File: config.mk
export PLATFORM = sky130hd
export DESIGN_NAME = pipe_ctrl
export DESIGN_NICKNAME = d
export VERILOG_FILES = /design/src/rtl/pipe_ctrl_pkg.sv /design/src/rtl/pipe_ctrl_hazard_detect.sv /design/src/rtl/pipe_ctrl.sv
export SDC_FILE = /design/constraint.sdc
export NUM_CORES = 1
export LEC_CHECK = 0
export ABC_AREA = 1
export BUFFER_PORTS_ARGS = -buffer_cell sky130_fd_sc_hd__buf_2
export CAP_MARGIN = 20
export CORE_UTILIZATION = 26
export DETAILED_ROUTE_END_ITERATION = 8
export SYNTH_ARGS = -nofsm -noshare
export SYNTH_HDL_FRONTEND = slang
export SYNTH_SLANG_ARGS = --single-unit
File: constraint.sdc
create_clock -name clk_i -period 2.17 [get_ports clk_i]
set_input_delay 0.3255 -clock clk_i [delete_from_list [all_inputs] [get_ports clk_i]]
set_output_delay 0.3255 -clock clk_i [all_outputs]
set_load 0.02 [all_outputs]
File: src/rtl/pipe_ctrl_pkg.sv
// Shared types and constants for the pipeline stall/flush scheduler.
// Bit indices address the stall/flush vectors: PC, IF/ID, ID/EXE, EXE/MEM, MEM/WB.
package pipe_ctrl_pkg;

  localparam int STALL_W    = 5;
  localparam int REG_ADDR_W = 5;

  localparam int STALL_PC     = 0;
  localparam int STALL_IFID   = 1;
  localparam int STALL_IDEXE  = 2;
  localparam int STALL_EXEMEM = 3;
  localparam int STALL_MEMWB  = 4;

  localparam logic [STALL_W-1:0] HOLD_MEM = 5'b01111;
  localparam logic [STALL_W-1:0] HOLD_DIV = 5'b00111;
  localparam logic [STALL_W-1:0] HOLD_LU  = 5'b00011;

  typedef enum logic {
    ST_IDLE     = 1'b0,
    ST_DIV_BUSY = 1'b1
  } pc_state_t;

  function automatic logic [STALL_W-1:0] bubble_at(input int idx);
    logic [STALL_W-1:0] m;
    m = '0;
    m[idx] = 1'b1;
    return m;
  endfunction

endpackage

File: src/rtl/pipe_ctrl_hazard_detect.sv
// Load-use hazard compare: a load in EXE whose rd is read by the instruction in ID.
// x0 is hard-wired zero and never creates a dependency.
module pipe_ctrl_hazard_detect
  import pipe_ctrl_pkg::*;
(
  input  logic                  reg1_re,
  input  logic [REG_ADDR_W-1:0] reg1_raddr,
  input  logic                  reg2_re,
  input  logic [REG_ADDR_W-1:0] reg2_raddr,
  input  logic                  is_load,
  input  logic                  reg_we,
  input  logic [REG_ADDR_W-1:0] reg_waddr,
  output logic                  load_use
);

  logic rs1_hit;
  logic rs2_hit;

  assign rs1_hit  = reg1_re & (reg1_raddr == reg_waddr);
  assign rs2_hit  = reg2_re & (reg2_raddr == reg_waddr);
  assign load_use = is_load & reg_we & (reg_waddr != '0) & (rs1_hit | rs2_hit);

endmodule

File: src/rtl/pipe_ctrl.sv
// Central stall/flush scheduler for the 5-stage core: load-use, divider sequencing
// with timeout, memory-bus stalls and branch redirects, plus a stall-cycle counter.
module pipe_ctrl #(
  parameter int DIV_TIMEOUT = 64,
  parameter int CNT_WIDTH   = 32
) (
  input  logic                 clk_i,
  input  logic                 rst_n_i,
  input  logic                 id_reg1_re_i,
  input  logic [4:0]           id_reg1_raddr_i,
  input  logic                 id_reg2_re_i,
  input  logic [4:0]           id_reg2_raddr_i,
  input  logic                 exe_is_load_i,
  input  logic                 exe_reg_we_i,
  input  logic [4:0]           exe_reg_waddr_i,
  input  logic                 exe_div_req_i,
  input  logic                 div_done_i,
  input  logic                 mem_stall_req_i,
  input  logic                 exe_jump_i,
  input  logic [31:0]          exe_jump_addr_i,
  output logic [4:0]           stall_o,
  output logic [4:0]           flush_o,
  output logic                 pc_redirect_o,
  output logic [31:0]          pc_redirect_addr_o,
  output logic                 div_start_o,
  output logic                 div_err_o,
  output logic [CNT_WIDTH-1:0] stall_cnt_o
);

  import pipe_ctrl_pkg::*;

  localparam int            TW       = $clog2(DIV_TIMEOUT);
  localparam logic [TW-1:0] TMO_LAST = TW'(DIV_TIMEOUT - 2);

  pc_state_t     state;
  logic [TW-1:0] timer;
  logic          load_use;

  function automatic logic [CNT_WIDTH-1:0] sat_inc(input logic [CNT_WIDTH-1:0] v);
    return (&v) ? v : v + {{(CNT_WIDTH-1){1'b0}}, 1'b1};
  endfunction

  pipe_ctrl_hazard_detect u_hazard (
    .reg1_re    (id_reg1_re_i),
    .reg1_raddr (id_reg1_raddr_i),
    .reg2_re    (id_reg2_re_i),
    .reg2_raddr (id_reg2_raddr_i),
    .is_load    (exe_is_load_i),
    .reg_we     (exe_reg_we_i),
    .reg_waddr  (exe_reg_waddr_i),
    .load_use   (load_use)
  );

  // Output priority: mem stall > divider busy > jump > divider launch > load-use.
  // Reset forces every control low, even mid-divide.
  always_comb begin
    stall_o       = '0;
    flush_o       = '0;
    pc_redirect_o = 1'b0;
    div_start_o   = 1'b0;
    if (rst_n_i) begin
      if (mem_stall_req_i) begin
        stall_o = HOLD_MEM;
        flush_o = bubble_at(STALL_MEMWB);
      end else if (state == ST_DIV_BUSY) begin
        if (!div_done_i) begin
          stall_o = HOLD_DIV;
          flush_o = bubble_at(STALL_EXEMEM);
        end
      end else if (exe_jump_i) begin
        pc_redirect_o = 1'b1;
        flush_o       = bubble_at(STALL_IFID) | bubble_at(STALL_IDEXE);
      end else if (exe_div_req_i) begin
        div_start_o = 1'b1;
        stall_o     = HOLD_DIV;
        flush_o     = bubble_at(STALL_EXEMEM);
      end else if (load_use) begin
        stall_o = HOLD_LU;
        flush_o = bubble_at(STALL_IDEXE);
      end
    end
  end

  assign pc_redirect_addr_o = pc_redirect_o ? exe_jump_addr_i : 32'h0;

  // Divider FSM: timer keeps counting through mem stalls; a timeout abandons the
  // divide and leaves a sticky error since EXE commits a stale result.
  always_ff @(posedge clk_i or negedge rst_n_i) begin
    if (!rst_n_i) begin
      state     <= ST_IDLE;
      timer     <= '0;
      div_err_o <= 1'b0;
    end else begin
      case (state)
        ST_IDLE: begin
          if (div_start_o) begin
            state <= ST_DIV_BUSY;
            timer <= '0;
          end
        end
        ST_DIV_BUSY: begin
          if (div_done_i) begin
            state <= ST_IDLE;
          end else if (timer == TMO_LAST) begin
            state     <= ST_IDLE;
            div_err_o <= 1'b1;
          end else begin
            timer <= timer + TW'(1);
          end
        end
        default: state <= ST_IDLE;
      endcase
    end
  end

  always_ff @(posedge clk_i or negedge rst_n_i) begin
    if (!rst_n_i) begin
      stall_cnt_o <= '0;
    end else if (stall_o[STALL_PC]) begin
      stall_cnt_o <= sat_inc(stall_cnt_o);
    end
  end

endmodule
==> flow_metrics.tcl <==
set metrics [dict create \
    status "complete, no violations" \
    wl_per_cell_um 10.7 \
    synth_cell_types 33 \
    antenna_cells 0 \
    finalSetupViolCount 0 \
    cts.sinks 40 \
    timing.rr.end "stall_cnt_o[11]$_DFFE_PN0P_" \
    fp.dieW_um 116 \
    viasPerCell 4.32 \
    required_ns 2.39 \
    dp_hpwl_um 7220 \
    grt_pass1_vias 3177 \
    p_switching_uw 696 \
    end_kind "flip-flop" \
    path_cells "ha_1, nand3_2, nor2_4, nand4_2, nor2_4, nand3b_4, buf_12, nand2_2, inv_2, nand3_1, nand2_1, nand2_1" \
    post_cts_buffers 0 \
    fin_cells 848 \
    power_density_mw_per_mm2 498 \
    seq_area_mm2 0.00100 \
    rsz0062_at_grt "no" \
    maxCapViolations 0 \
    dieArea_mm2 0.0134 \
    initial_core_util_pct 26.6 \
    core_mm2 0.0126 \
    cp_max_fo 18 \
    peakVddDrop_uv 367 \
    worstReg2RegStart "stall_cnt_o[0]$_DFFE_PN0P_" \
    fin_tns_setup_ns 0 \
    cts_max_level 2 \
    combPwrFrac_pct 23.5 \
    grt_pass1_wl_um 14700 \
    root_buffer "clkbuf_16" \
    cts_max_path_buffers 2 \
    ys_ff_latch 40 \
    routabilityCongestion 0.817 \
    cts_buffers 5 \
    final_hold_viol_count 0 \
    clock.fmax_mhz 500 \
    worst_path_max_delay_cell "dfrtp_1" \
    netlist.area_leader.share_pct 29.8 \
    slew_violations 0 \
    drive_gt1_share_pct 27.2 \
    drtAntennaViolNets 0 \
    hp-class "in2async" \
    cp-start-kind "flip-flop" \
    path_clk_slew_ns 0.06 \
    place_inst 840 \
    grt_max_degree 37 \
    rr_worst_depth 12 \
    leakage_uw 0.00262 \
    fp-row-count 41 \
    routed_wl_um 9090 \
    ff2ff_setup_slack_ns 0.17 \
    synthFlopType "dfrtp_1" \
    first_pass_iters 4 \
    layout_setup_ws_ns 0.171 \
    drc 0 \
    synth_edf_count 0 \
    period_share_pct 92.1 \
    synth_top_cell_by_area "dfrtp_1" \
    antenna_found_initial 0 \
    tritoncts "done" \
    ioPinCount 134 \
    seqPwrFrac_pct 41.8 \
    synth-async-reset-ratio_pct 100 \
    finalCriticalPeriod_ns 2.00 \
    drt_iter0_drc 140 \
    crit_arrival_ns 2.22 \
    crit_type "reg2reg" \
    fin_nets 735 \
    clk_latency_ns 0.28 \
    p_int_uw 1460 \
    chipHeight_um 116 \
    netSwitchingFraction_pct 32.3 \
    slowest_delay_ns 0.40 \
    area_growth_pct 28.6 \
    avgSynthCellArea_um2 6.09 \
    fillCellCount 1409 \
    p_clk_share_pct 34.7 \
    grt_overflow_total 0 \
    port_buffers 131 \
    clock_skew_ns 0.00549 \
    via_count 3661 \
    grt_usage_pct 13.8 \
    yosysWarnings 0 \
    syn_area_mm2 0.00336 \
    synth_seq_area_share_pct 29.8 \
    place_ws_ns 0.183 \
    multi_input_area_mm2 0.00181 \
    synthCells 552 \
    synth_area_leaders "dfrtp_1 (30%), nand2_1 (19%), inv_1 (11%)" \
]
state kept, by name (all words and copies together) (netlist names):
signal and count:
div_err_o 1, stall_cnt_o 32, state 1, timer 6
cells in the mapped netlist, types with 5 or more instances:
cell type and instances:
clkbuf_1 6, inv_1 95, buf_2 5, nand4_1 37
nor2_1 78, a21oi_1 6, xor2_1 7, nand3_1 26
dfrtp_1 40, nand2_2 10, buf_4 7, nor3_1 8
inv_2 16, nand2_1 169
cells by family after synthesis:
group / Yosys count / share of synthesized area (%)
buffers and inverters: 134 / 16.8
AND/OR/NAND/NOR: 350 / 47.2
other: 1 / 0.112
flip-flops: 40 / 29.8
AO/OA/AOI/OAI: 13 / 2.12
XOR/XNOR: 11 / 2.87
adder cells (fa/ha/maj): 3 / 1.12
cell type report:
cell class	instances	share of cell area (%)
Tap cell	172	4.98
Sequential cell	40	23.2
Inverter	111	9.64
Clock inverter	2	0.232
Clock buffer	6	3.21
Timing Repair Buffer	138	17.0
Multi-Input combinational cell	379	41.8
worst max-delay path, delay by kind of cell, from the launching register on:
kind,cells,cell delay [ns]
and+or+nand+nor,9,1.04
DFF,1,0.40
buffers and inverters,2,0.27
adders and majority gates,1,0.22
per-stage QoR:
| step | cell area [um^2] | power (uW) | hold slack [ns] | util, % |
|---|---|---|---|---|
| after floorplan | 3360 | 1230 | 0.0299 | - |
| after detailed placement | 4170 | 1430 | 0.422 | 33.0 |
| after global placement | 4170 | 1420 | 0.421 | 33.0 |
| final | 4320 | 2150 | 0.102 | 34.3 |
| after global routing | 4320 | 2300 | 0.132 | 34.3 |
| after CTS | 4320 | 2200 | 0.116 | 34.2 |
placed cells by master, fill, tap and decap left out, drive strengths merged:
master	Yosys	final
o21bai	1	1
clkinv	0	2
nand2	179	179
nor4	2	2
nand3b	5	5
o21a	1	1
buf	17	138
ha	3	3
nor2	83	83
a21oi	6	6
o21ai	4	4
inv	111	111
nand3	29	29
dfrtp	40	40
nand4	38	38
nor3b	2	2
and3	2	2
nor3	10	10
conb	1	2
a31oi	1	1
xnor2	4	4
clkbuf	6	6
xor2	7	7
repair_timing:
item                                    4_1_cts  5_1_grt
resized for setup                             0        1
endpoints found under the setup margin        0        1
hold buffers                                  0        0
endpoints found under the hold margin         0        0
how the worst max path moves through the flow:
stage	endpoint	depth (start not counted)	slack, ns	from
after floorplan	stall_cnt_o[26]$_DFFE_PN0P_	12	0.38	stall_cnt_o[0]$_DFFE_PN0P_
after global placement	stall_cnt_o[0]$_DFFE_PN0P_	9	0.25	stall_cnt_o[0]$_DFFE_PN0P_
after detailed placement	stall_cnt_o[2]$_DFFE_PN0P_	9	0.18	stall_cnt_o[0]$_DFFE_PN0P_
after CTS	stall_cnt_o[8]$_DFFE_PN0P_	9	0.16	stall_cnt_o[0]$_DFFE_PN0P_
after global routing	stall_cnt_o[11]$_DFFE_PN0P_	12	0.006	stall_cnt_o[0]$_DFFE_PN0P_
final	stall_cnt_o[11]$_DFFE_PN0P_	12	0.17	stall_cnt_o[0]$_DFFE_PN0P_
per-layer routing:
layer  vias to the layer above  track usage, %  part of all wire, %
li1                       1927               -                    -
met2                       108            23.8                   46
met1                      1619            17.6                   47
met4                         0            4.19                  1.2
met3                         7            2.30                  6.2
met5                         -               0                    0
power groups by stage:
stage / clock [uW] / sequential, uW / combinational, uW
6_report: 747 / 901 / 507
5_1_grt: 811 / 910 / 580
4_1_cts: 782 / 901 / 516
2_1_floorplan: 0 / 951 / 284
3_3_place_gp: 0 / 913 / 510
3_5_place_dp: 0 / 914 / 513
Note: power is estimated with default switching activity, not from simulation.
